--- config.mk ---
export PLATFORM = sky130hd
export DESIGN_NAME = fifo_wr_arbiter
export DESIGN_NICKNAME = d
export VERILOG_FILES = /design/src/rtl/fifo_wr_arbiter_pkg.sv /design/src/rtl/fifo_wr_arbiter_rr_arbiter.sv /design/src/rtl/fifo_wr_arbiter.sv
export SDC_FILE = /design/constraint.sdc
export NUM_CORES = 1
export LEC_CHECK = 0
export BUFFER_PORTS_ARGS = -buffer_cell sky130_fd_sc_hd__buf_2
export CAP_MARGIN = 5
export CORE_MARGIN = 1
export CORE_UTILIZATION = 50
export DETAILED_ROUTE_END_ITERATION = 10
export PLACE_DENSITY = 0.91
export SLEW_MARGIN = 25
export SYNTH_ARGS = -nofsm -noshare
export SYNTH_HDL_FRONTEND = slang
export SYNTH_SLANG_ARGS = --single-unit
--- constraint.sdc ---
create_clock -name clk -period 6.1 [get_ports clk]
set_input_delay 0.915 -clock clk [delete_from_list [all_inputs] [get_ports clk]]
set_output_delay 0.915 -clock clk [all_outputs]
set_load 0.005 [all_outputs]
--- src/rtl/fifo_wr_arbiter_pkg.sv ---
// Shared definitions for the FIFO write-port arbiter and its helpers.
package fifo_wr_arbiter_pkg;

    // Arbiter FSM state encoding.
    typedef enum logic {
        ST_IDLE  = 1'b0,
        ST_GRANT = 1'b1
    } state_t;

    // Index width for n requesters; at least one bit so n==1 stays legal.
    function automatic int idx_w(input int n);
        return (n > 1) ? $clog2(n) : 1;
    endfunction

endpackage

--- src/rtl/fifo_wr_arbiter_rr_arbiter.sv ---
// Combinational round-robin pick: the first set request found searching
// upward from last+1 with wrap-around. Produces a one-hot pick and its index.
module rr_arbiter
    import fifo_wr_arbiter_pkg::*;
#(
    parameter int N_REQ = 4
) (
    input  logic [N_REQ-1:0]        req,
    input  logic [idx_w(N_REQ)-1:0] last,
    output logic [N_REQ-1:0]        pick,
    output logic [idx_w(N_REQ)-1:0] idx
);

    localparam int IDXW = idx_w(N_REQ);

    logic            found;
    logic [IDXW-1:0] cand;

    // Scan the requesters in rotated priority order; the first hit wins.
    always_comb begin
        pick  = '0;
        idx   = '0;
        found = 1'b0;
        cand  = '0;
        for (int k = 1; k <= N_REQ; k++) begin
            cand = IDXW'((int'(last) + k) % N_REQ);
            if (!found && req[cand]) begin
                found      = 1'b1;
                pick[cand] = 1'b1;
                idx        = cand;
            end
        end
    end

endmodule

--- src/rtl/fifo_wr_arbiter.sv ---
// Round-robin arbiter sharing the FIFO write port between N_REQ producers.
// Grants bursts of up to BURST_MAX beats and never writes while wr_full is high.
//
//   state    | meaning
//   ---------+-----------------------------------------------------------
//   ST_IDLE  | no grant; arbitrate among valid requesters (one-cycle bubble)
//   ST_GRANT | gnt holds one requester; beats flow while valid and not full
module fifo_wr_arbiter
    import fifo_wr_arbiter_pkg::*;
#(
    parameter int N_REQ      = 4,
    parameter int DATA_WIDTH = 8,
    parameter int BURST_MAX  = 4
) (
    input  logic                        clk,
    input  logic                        rst,
    input  logic [N_REQ-1:0]            in_valid,
    input  logic [N_REQ*DATA_WIDTH-1:0] in_data,
    output logic [N_REQ-1:0]            in_ready,
    input  logic                        wr_full,
    output logic                        wr_en,
    output logic [DATA_WIDTH-1:0]       wr_data,
    output logic [N_REQ-1:0]            gnt,
    output logic                        busy
);

    localparam int IDXW = idx_w(N_REQ);
    localparam int CW   = $clog2(BURST_MAX + 1);

    state_t          state_q, state_d;
    logic [N_REQ-1:0] gnt_q, gnt_d;
    logic [IDXW-1:0] gidx_q, gidx_d;
    logic [IDXW-1:0] rr_last_q, rr_last_d;
    logic [CW-1:0]   burst_cnt_q, burst_cnt_d;

    logic [N_REQ-1:0] pick;
    logic [IDXW-1:0]  pick_idx;
    logic             beat;
    logic             last_beat;

    rr_arbiter #(
        .N_REQ (N_REQ)
    ) u_rr (
        .req  (in_valid),
        .last (rr_last_q),
        .pick (pick),
        .idx  (pick_idx)
    );

    // Write path: a beat needs a live grant, granted valid, room in the FIFO,
    // and no reset this cycle so nothing is accepted that reset then forgets.
    always_comb begin
        beat      = (state_q == ST_GRANT) & in_valid[gidx_q] & ~wr_full & ~rst;
        last_beat = beat & (burst_cnt_q == CW'(BURST_MAX - 1));
        wr_en     = beat;
        in_ready  = {N_REQ{beat}} & gnt_q;
        wr_data   = in_data[int'(gidx_q)*DATA_WIDTH +: DATA_WIDTH];
        gnt       = gnt_q;
        busy      = (state_q == ST_GRANT);
    end

    // Next-state logic: arbitrate in IDLE, count beats and release in GRANT.
    always_comb begin
        state_d     = state_q;
        gnt_d       = gnt_q;
        gidx_d      = gidx_q;
        rr_last_d   = rr_last_q;
        burst_cnt_d = burst_cnt_q;
        unique case (state_q)
            ST_IDLE: begin
                if (|in_valid) begin
                    state_d     = ST_GRANT;
                    gnt_d       = pick;
                    gidx_d      = pick_idx;
                    burst_cnt_d = '0;
                end
            end
            ST_GRANT: begin
                if (!in_valid[gidx_q] || last_beat) begin
                    state_d     = ST_IDLE;
                    gnt_d       = '0;
                    rr_last_d   = gidx_q;
                    burst_cnt_d = '0;
                end else if (beat) begin
                    burst_cnt_d = burst_cnt_q + CW'(1);
                end
            end
            default: state_d = ST_IDLE;
        endcase
    end

    // State registers with synchronous reset; requester 0 wins first after reset.
    always_ff @(posedge clk) begin
        if (rst) begin
            state_q     <= ST_IDLE;
            gnt_q       <= '0;
            gidx_q      <= '0;
            rr_last_q   <= IDXW'(N_REQ - 1);
            burst_cnt_q <= '0;
        end else begin
            state_q     <= state_d;
            gnt_q       <= gnt_d;
            gidx_q      <= gidx_d;
            rr_last_q   <= rr_last_d;
            burst_cnt_q <= burst_cnt_d;
        end
    end

endmodule

==> metrics.md, run 1 <==
| Metric | Value |
|---|---|
| Max clock buf depth | 2 |
| Max_cap viols | 0 |
| Clk slew on worst S/H paths | 0.06 ns |
| Max incr delay on CP | roughly 0.52 ns |
| Share of layout cells above drive strength 1 | around 45% |
| Fin Clk Skew | between 0.004 and 0.005 ns |
| First-pass GRT wire length | between 4000 and 5000 um |
| Post-Route WL | roughly 2900 um |
| Drt first pass iters | 5 |
| Hold buffers post-CTS | 0 |
| Area after DPL | roughly 1500 um^2 |
| Relative slew slack | between 50% and 60% |
| Die area | ~2600 um^2 |
| Vias in the first global route | 1125 |
| Fin cells | slightly below 200 |
| Design Power | 288 uW |
| Crit path DAT | 2.33 ns |
| Largest net degree at the start of global routing | 16 |
| Synthesized net count | between 150 and 200 |
| Outcome | finished, final reports clean |
| GRT met2 Usage | 45.8% |
| WP data required | ~5.2 ns |
| Clock Sinks | 12 |
| IO Pins | 57 |
| Seq cells post-synth | 12 |
| PwrDens | 192 nW/um^2 |
| Fin area | between 1000 and 1500 um^2 |
| Critical path cell sequence | buf_2 -> mux4_2 -> nand2_1 -> nor3_1 -> and2_1 -> buf_2 |
| Routability cong. | between 0.8 and 0.9 |
| CP top delay family | simple AND/OR/NAND/NOR gates |
| Hold Path Class | reg -> reg |
| Post-Place Cells | 190 |
| Hpwl dp | 2380 um |
| Setup WS pre-CTS | 2.85 ns |
| GR peak layer | met2 |
| GRT overflow | 0 |
| Distinct cell type count after synthesis | 34 |
| Port Buffers | 56 |
| Die height | about 51 um |
| Num CTS Buffers | 3 |
| Mux contribution to synthesized area | 29.0% |
| Drt drc | 0 |
| CP max FO | 12 |
| Root buffer cell | clkbuf_4 |
| Crit path time final | between 3 and 4 ns |
| Post-CTS Resized | 0 |
| Total GRT Usage | between 20 and 25% |
| Vias | 1148 |
| Setup WS post-layout | about 2.9 ns |
| CP Buf/Inv Count | 2 |
| M3 GR Usage | under 10% |
| # diodes | 0 |
| Worst setup SP type | input port |
| Commonest non-fill, non-tap cells in the layout | 56 x buf_2, 12 x dfxtp_1, 11 x mux4_2 |
| Vias per inst | around 6 |
| Crit path top cell by count | buf_2 |
| 1st-iter DRT viols | 17 |
| CORE AREA | between 2000 and 2500 um^2 |
| Initial antenna violation count | 0 |
| Remaining antenna violation count | 0 |
| Critical-path top delay cell | nor3_1 |
| Hold Violations, Final | 0 |
| Synth Area in Simple Gates | about 18% |
| Adder-Cell Fraction of Synth Area | approximately a tenth |
| Compound-Gate Fraction of Synth Area | 16.5% |
| Sequential fraction of the synthesis area | between 10% and 20% |
| Synthesized instance count | roughly 120 |
| Post-Syn Area per Cell | between 10 and 15 um^2 |
| Commonest non-fill, non-tap cell in the layout | buf_2 |
| Wirelength per Cell | 14.9 um |
| Fin Setup TNS | 0 ns |
| Die width | 51.3 um |
| Nets | approximately 220 |
| Met1 Usage GRT | 29.1% |
| Largest family of logic cells by synthesized area | multiplexers |
| Synth warnings | 0 |
| Starting Density | a little over half |
| CTS tree | yes |
| H-tree level count | 1 |
| Reg2reg setup slack | approximately 3.3 ns |
| Setup crit end kind | primary output |
| WS Path Type | in -> out |
| Slew @ Worst Pin | between 0.6 and 0.7 ns |
| Synth Cell Area | ~1200 um^2 |
| Setup Buffers After CTS | 0 |
| Clk_lat worst skew | ~0.27 ns |
| Cell row count | 17 |
| Maximum clock frequency | 0.309 GHz |
| Max VDD drop | 0.125 mV |
| Period utilisation layout | a little over half |
| Area growth, synth to finish | 23.3% |
| XOR/XNOR share of the synthesized area | 0% |
| RSZ-0062 raised after global routing | no |
| Setup violators final | 0 |
| Pleak | between 0.6 and 0.7 nW |
| # fillers | a little under 200 |
| Max Transition Viols Final | 0 |
## final timing paths
path,from,endpoint,cells past startpoint
worst max register to register,rr_last_q[0],gidx_q[1],6
worst max-delay path,in_valid[3],in_ready[1],6
worst min-delay path,gnt[3],gnt[3],1
worst min register to register,gnt[3],gnt[3],1
## worst reg2reg max path, stage by stage, from the launching register on
cell and delay (ns):
dfxtp_1 0.72, inv_1 0.27, ha_1 0.45, mux4_2 0.60, nand2b_4 0.19, nor4_4 0.35
a221o_1 0.22
## metal layers
metal	wire, um	vias to the layer above
met1	1180	558
met2	1570	25
met5	0	-
li1	-	561
met3	88	4
met4	34	0
## sequential cells by signal, indices dropped and copies added (netlist names)
| name | cells |
|---|---|
| rr_last_q | 2 |
| busy | 1 |
| gnt | 4 |
| burst_cnt_q | 3 |
| gidx_q | 2 |
## through the flow
stage / util [%] / hold slack, ns
after floorplan: - / 0.442
after global placement: 65.4 / 0.455
after detailed placement: 65.4 / 0.485
after CTS: 66.4 / 0.500
after global routing: 66.4 / 0.520
final: 66.4 / 0.495
## where the power goes
group	internal [mW]	switching, mW
Combinational	0.0744	0.0588
Clock	0.0229	0.0242
Sequential	0.0874	0.0201
Total	0.185	0.103
## logic make-up after synthesis
| family | Yosys count |
|---|---|
| simple gates | 34 |
| compound gates | 25 |
| mux | 18 |
| buf+inv | 16 |
| flops | 12 |
| fa+ha+maj | 10 |
## synthesized netlist by cell type
library cell  number  share of area (%)
a221oi_1           4                2.9
nand3b_1           5                3.1
a22o_1             2                1.4
nor2_1             6                1.9
nor3b_1            2                1.2
mux2i_1            4                3.3
nand2_1            3               0.93
a21boi_1           1               0.62
inv_1              7                2.2
and2_1             4                2.1
nor3_1             4                1.6
a211o_1            2                1.4
dfxtp_1           12                 20
nand2b_1           2                1.0
mux2_2             1               0.93
or3_1              1               0.52
nand2b_4           1                1.1
a21oi_1            6                2.5
a221o_1            5                4.1
nor4_1             1               0.52
mux4_2            11                 20
nor4_4             1                1.8
mux4_1             2                4.3
a31oi_1            1               0.52
clkbuf_2           1               0.41
ha_1              10                 10
a32o_1             2                1.6
buf_2              4                1.6
clkbuf_1           2               0.62
or3b_2             1               0.72
a311oi_1           1               0.72
buf_6              2                1.9
nand3_1            3                1.2
a211oi_1           1               0.62
## layout make-up
class / instances / area [um^2] / share of cell area (%)
multi-input combinational: 87 / 892 / 59.6
tap: 28 / 35.0 / 2.34
inverter: 7 / 26.3 / 1.76
timing repair buffer: 56 / 280 / 18.7
clock buffer: 3 / 22.5 / 1.51
sequential: 12 / 240 / 16.1
Note: power is estimated with default switching activity, not from simulation.
==> inputs of run 2 (changes only) <==
- CORE_UTILIZATION: 50 -> 42
- PLACE_DENSITY: 0.91 -> 0.82
- clock period: 6.1 -> 2.7 ns (I/O delays scaled with it)
==> run 2 against run 1 <==
Compared with the run above: sequential cell count unchanged; largest power group unchanged; critical path depth decreased by 1; highest routed layer unchanged; first-iteration DRC count grew to 2.9 times the previous value; final cell count is 3.6% higher; wire length is 2.9% higher.
==> metrics.md, run 2 (same netlist as run 1, synthesis figures left out) <==
| Metric | Value |
|---|---|
| Crit path DAT | approximately 1.9 ns |
| WS Path Type | reg -> out |
| Port Buffers | 56 |
| Die height | about 56 um |
| Wirelength per Cell | between 10 and 15 um |
| # fillers | 244 |
| Post-Place Cells | ~200 |
| Commonest non-fill, non-tap cells in the layout | 56 x buf_2, 12 x dfxtp_1, 11 x mux4_2 |
| Largest net degree at the start of global routing | 15 |
| Max VDD drop | ~0.29 mV |
| Max incr delay on CP | 0.60 ns |
| Setup WS post-layout | between 0.3 and 0.4 ns |
| WP data required | approximately 2.3 ns |
| Number of flip-flops in the largest register | 4 |
| CP max FO | 11 |
| Outcome | finished, final reports clean |
| Initial antenna violation count | 0 |
| Remaining antenna violation count | 0 |
| Clk_lat worst skew | 0.27 ns |
| Hold buffers post-CTS | 0 |
| Fin Clk Skew | between 0.004 and 0.005 ns |
| Maximum clock frequency | roughly 0.43 GHz |
| Worst setup SP type | flop |
| Vias per inst | 5.87 |
| Pleak | 0.717 nW |
| Hpwl dp | ~2400 um |
| 1st-iter DRT viols | 49 |
| Setup violators final | 0 |
| Routability cong. | approximately 0.9 |
| Drt drc | 0 |
| Vias in the first global route | between 1000 and 1500 |
| Hold Violations, Final | 0 |
| Area growth, synth to finish | 27.0% |
| Setup WS pre-CTS | 0.423 ns |
| Area after DPL | 1500 um^2 |
| Commonest non-fill, non-tap cell in the layout | buf_2 |
| Die area | roughly 3100 um^2 |
| Max Transition Viols Final | 0 |
| Total GRT Usage | about a fifth |
| Critical path cell sequence | mux4_2 -> nand2_1 -> nor3_2 -> and2_1 -> buf_2 |
| CORE AREA | 2760 um^2 |
| Root buffer cell | clkbuf_4 |
| PwrDens | 452 nW/um^2 |
| RSZ-0062 raised after global routing | no |
| Post-Route WL | 2960 um |
| Hold Path Class | reg -> reg |
| Max_cap viols | 0 |
| Max clock buf depth | 2 |
| Share of layout cells above drive strength 1 | 46.7% |
| Starting Density | approximately 44% |
| Drt first pass iters | 4 |
| Setup Buffers After CTS | 0 |
| Fin area | approximately 1500 um^2 |
| Num CTS Buffers | 3 |
| Fin Hold WS | about 0.48 ns |
| Vias | 1174 |
| Clock Sinks | 12 |
| Setup crit end kind | primary output |
| Fin cells | 200 |
| Period utilisation layout | 85.5% |
| IO Pins | 57 |
| Slew @ Worst Pin | slightly below 0.5 ns |
| Fin Setup TNS | 0 ns |
| Critical-path top delay cell | dfxtp_1 |
| GRT overflow | 0 |
| Cell row count | 19 |
| CTS tree | yes |
| Clk slew on worst S/H paths | around 0.070 ns |
| # diodes | 0 |
| First-pass GRT wire length | between 4000 and 5000 um |
| Nets | roughly 220 |
| H-tree level count | 1 |
| Die width | 55.8 um |
| Relative slew slack | ~67% |
| Crit path time final | 2.31 ns |
==> run 2: cell count changes in the layout (fill, tap and decap cells not counted), sizes merged <==
cell	delta
buf	+3
clkbuf	+1
==> run 2: worst max-delay path, delay by kind of cell (launching register included) <==
| family | cells | cell delay [ns] |
|---|---|---|
| mux | 1 | 0.33 |
| simple gates | 3 | 0.60 |
| buf+inv | 1 | 0.10 |
| flops | 1 | 0.60 |
==> run 2: per-layer routing <==
| layer | up-vias | track usage (%) | wire, um |
|---|---|---|---|
| li1 | 566 | - | - |
| met1 | 569 | 25.4 | 1290 |
| met2 | 35 | 31.8 | 1490 |
| met3 | 4 | 4.42 | 141 |
| met4 | 0 | 7.50 | 33 |
| met5 | - | 0 | 0 |
==> run 2: metrics by stage <==
step	utilization, %	total power, mW
finish	55.9	0.697
global route	55.9	0.747
CTS	55.7	0.698
detailed placement	54.4	0.559
global placement	54.4	0.548
floorplan	-	0.463
==> run 2: worst paths after layout <==
kind	startpoint	endpoint	slack [ns]	depth (start not counted)
worst max-delay path	gidx_q[1]	in_ready[3]	0.39	5
worst min-delay path	burst_cnt_q[1]	burst_cnt_q[1]	0.48	1
worst max register to register	rr_last_q[1]	gnt[2]	0.43	6
worst min register to register	burst_cnt_q[1]	burst_cnt_q[1]	0.48	1
==> run 2: area by class of cell <==
| cell class | count | area [um^2] | area share (%) |
|---|---|---|---|
| inverter | 7 | 26.3 | 1.70 |
| multi-input combinational | 87 | 897 | 58.2 |
| tap | 31 | 38.8 | 2.52 |
| sequential | 12 | 240 | 15.6 |
| timing repair buffer | 59 | 303 | 19.6 |
| clock buffer | 4 | 36.3 | 2.35 |
==> run 2: repair_timing <==
| action | in CTS | in global routing |
|---|---|---|
| setup endpoints to repair | 0 | 4 |
| endpoints found under the hold margin | 0 | 0 |
| gates resized for setup | 0 | 1 |
==> run 2: report_power, final <==
group | leakage [nW] | internal, mW | switching [mW]
clock | 0.0210 | 0.0820 | 0.0567
combinational | 0.598 | 0.176 | 0.162
sequential | 0.0984 | 0.198 | 0.0222
total | 0.717 | 0.456 | 0.241
==> inputs of run 3 (changes only) <==
- ABC_AREA: unset -> 1
- CORE_UTILIZATION: 42 -> 44
- PLACE_DENSITY: 0.82 -> 0.83
==> run 3 against run 2 <==
Compared with the run above: non-clock buffer count decreased by 1; combinational power increased by 110%; worst setup slack got worse by 0.029 ns; sequential power increased by 19%; largest cell class unchanged; first-iteration DRC count increased by 130%; global-route usage increased by 2.1 points; die area increased by 7.9%; the run now ends with DRC left; synthesized area increased by 13%; clock-buffer cell count unchanged; total power increased by 61%; register-to-register slack improved by 0.37 ns.
==> metrics.md, run 3 <==
| Metric | Value |
|---|---|
| Die width | 57.9 um |
| Post-CTS Resized | 0 |
| Die height | 57.9 um |
| Vias in the first global route | roughly 1400 |
| Hold Violations, Final | 0 |
| Vias | between 1500 and 2000 |
| Seq cells post-synth | 12 |
| Largest net degree at the start of global routing | 21 |
| First-pass GRT wire length | about 6000 um |
| Distinct cell type count after synthesis | 31 |
| Period utilisation layout | 86.6% |
| Fin Hold WS | 0.414 ns |
| Synth warnings | 0 |
| Failing checks | DRC |
| Design Power | about 1.1 mW |
| Starting Density | around 48% |
| Post-Route WL | between 3000 and 4000 um |
| Setup violators final | 0 |
| Comb pwr share | 63.6% |
| Most common cell in the synthesized netlist | nand2_1 |
| Mux contribution to synthesized area | 0% |
| Max_cap viols | 0 |
| RSZ-0062 raised after global routing | no |
| # diodes | 0 |
| Hold buffers post-CTS | 0 |
| Fin Setup TNS | 0 ns |
| PwrDens | 658 nW/um^2 |
| Synthesized instance count | roughly 210 |
| Hold depth | 2 |
| Clock Sinks | 12 |
| Clk_lat worst skew | 0.28 ns |
| Post-synth top cells | 31 x nand2_1, 29 x nand3_1, 29 x nor2_1 |
| CTS tree | yes |
| Routability cong. | slightly above 0.9 |
| Slew @ Worst Pin | about 0.55 ns |
| Reg2reg setup slack | about 0.80 ns |
| Hold path endpoint | gnt[3] |
| Top cell type's share of synthesized area | between 15 and 20% |
| Post-Place Cells | 294 |
| WS Path Type | reg -> out |
| H-tree level count | 1 |
| Sequential power share | between 20% and 30% |
| Hold_sp | rst |
| Largest family of logic cells by synthesized area | simple AND/OR/NAND/NOR gates |
| Commonest non-fill, non-tap cells in the layout | 56 x buf_2, 31 x nand2_1, 29 x nand3_1, 29 x nor2_1, 21 x inv_1 |
| Relative slew slack | 63.3% |
| Drt first pass iters | 8 |
| Cell row count | 19 |
| Setup Buffers After CTS | 0 |
| GRT overflow | 0 |
| Crit path time final | 2.34 ns |
| Port Buffers | 56 |
| Sw power | 553 uW |
| Worst setup SP type | flop |
| Share of layout cells above drive strength 1 | about 33% |
| Clk slew on worst S/H paths | roughly 0.080 ns |
| Synth Area in Simple Gates | around two fifths |
| Metal-1 WL | around 1600 um |
| Reg2Reg Launch Point | rr_last_q[0] |
| Synth area leaders | dfxtp_1 17%, nand3_1 11%, ha_1 9.1% |
| Compound-Gate Fraction of Synth Area | around 22% |
| Nets | approximately 320 |
| Reg2reg path depth | 11 |
| Wirelength per Cell | 11.6 um |
| CP max FO | 20 |
| Max Transition Viols Final | 0 |
| Total GRT Usage | between 20% and 30% |
| WP data required | 2.30 ns |
| Fin cells | a little under 300 |
| Fin Clk Skew | 0.00317 ns |
| Die area | around 3400 um^2 |
| Internal power of the cells | 566 uW |
| Sequential fraction of the synthesis area | between 15 and 20% |
| Ys async rst share | 0% |
| Max clock buf depth | 2 |
| Initial antenna violation count | 0 |
| R2R Path End | gnt[3] |
| Crit path DAT | slightly below 2 ns |
| Area growth, synth to finish | 23.7% |
| Hold Path Class | in -> reg |
| IO Pins | 57 |
| Post-Syn Area per Cell | approximately 6.5 um^2 |
| Number of flip-flops in the largest register | 4 |
| Ys flop type | dfxtp_1 |
| Setup crit end kind | primary output |
| Met2 WL | roughly 1700 um |
| Synthesized net count | between 200 and 300 |
| Num CTS Buffers | 3 |
| Post-synth EDFFs | 0 |
| CORE AREA | ~2900 um^2 |
| Outcome | complete, but fails checks |
| Root buffer cell | clkbuf_4 |
| XOR/XNOR share of the synthesized area | 0% |
| Power share of the clock group | around an eighth |
| Adder-Cell Fraction of Synth Area | ~9.1% |
| Drt drc | 5 |
| Commonest non-fill, non-tap cell in the layout | buf_2 |
| Max VDD drop | between 0.3 and 0.4 mV |
| Routed met3 length | around 160 um |
| Maximum clock frequency | about 0.43 GHz |
| Pleak | 0.862 nW |
| Hpwl dp | ~2600 um |
| Switching Share | between 40% and 50% |
| Synth Cell Area | 1380 um^2 |
| Remaining antenna violation count | 0 |
| Vias per inst | about 5.2 |
| Synth area leader | dfxtp_1 |
| 1st-iter DRT viols | around 110 |
| Top sig layer | met4 |
==> run 3: changes by cell type after synthesis, sizes merged, moves of 5 or more <==
cell,previous run,this run
inv,7,27
a21oi,6,13
o22ai,0,8
nand3,3,30
nor2,6,32
a221o,5,0
mux4,13,0
nand3b,5,0
o21ai,0,19
nand2,3,42
==> run 3: stage by stage <==
step | area (um^2) | setup slack, ns | utilization [%]
after global placement | 1670 | 0.748 | 58.4
after global routing | 1700 | 0.103 | 59.6
final | 1700 | 0.361 | 59.6
after detailed placement | 1670 | 0.689 | 58.4
after floorplan | 1380 | 0.893 | -
after CTS | 1700 | 0.357 | 59.6
==> run 3: layer usage <==
layer / up-vias / track usage (%)
met5: - / 0
met4: 0 / 5.78
met3: 4 / 2.90
met2: 42 / 38.1
met1: 688 / 27.8
li1: 820 / -
==> run 3: worst max path at each step <==
stage,startpoint,endpoint
after CTS,gidx_q[0],in_ready[3]
after detailed placement,gidx_q[0],in_ready[1]
after floorplan,rr_last_q[0],gnt[0]
after global routing,gidx_q[0],in_ready[3]
final,gidx_q[0],in_ready[3]
after global placement,gidx_q[0],in_ready[1]
==> run 3: power by group through the flow <==
stage          sequential (mW)  combinational [mW]  clock [mW]
3_3_place_gp             0.264               0.692           0
5_1_grt                  0.270               0.798       0.156
6_report                 0.261               0.711       0.147
2_1_floorplan            0.240               0.552           0
4_1_cts                  0.261               0.708       0.147
3_5_place_dp             0.265               0.706           0
==> run 3: logic make-up after synthesis <==
group           count (synthesis)
fa+ha+maj                      10
compound gates                 48
flops                          12
simple gates                  107
buf+inv                        35
==> run 3: layout make-up <==
type,instances,area [um^2]
fillers,275,1150
clock buffers,4,36.3
repair buffers,58,295
multi-input cells,165,978
inverters,28,113
well taps,31,38.8
flip-flops and latches,12,240
==> run 3: critical path, stage by stage (launching register included) <==
cell	delay (ns)
dfxtp_1	0.49
inv_2	0.30
nand2_1	0.09
nand3_1	0.07
nand2_1	0.08
nor2_1	0.16
inv_1	0.07
nor2_2	0.11
inv_2	0.06
nor2_1	0.09
buf_2	0.12
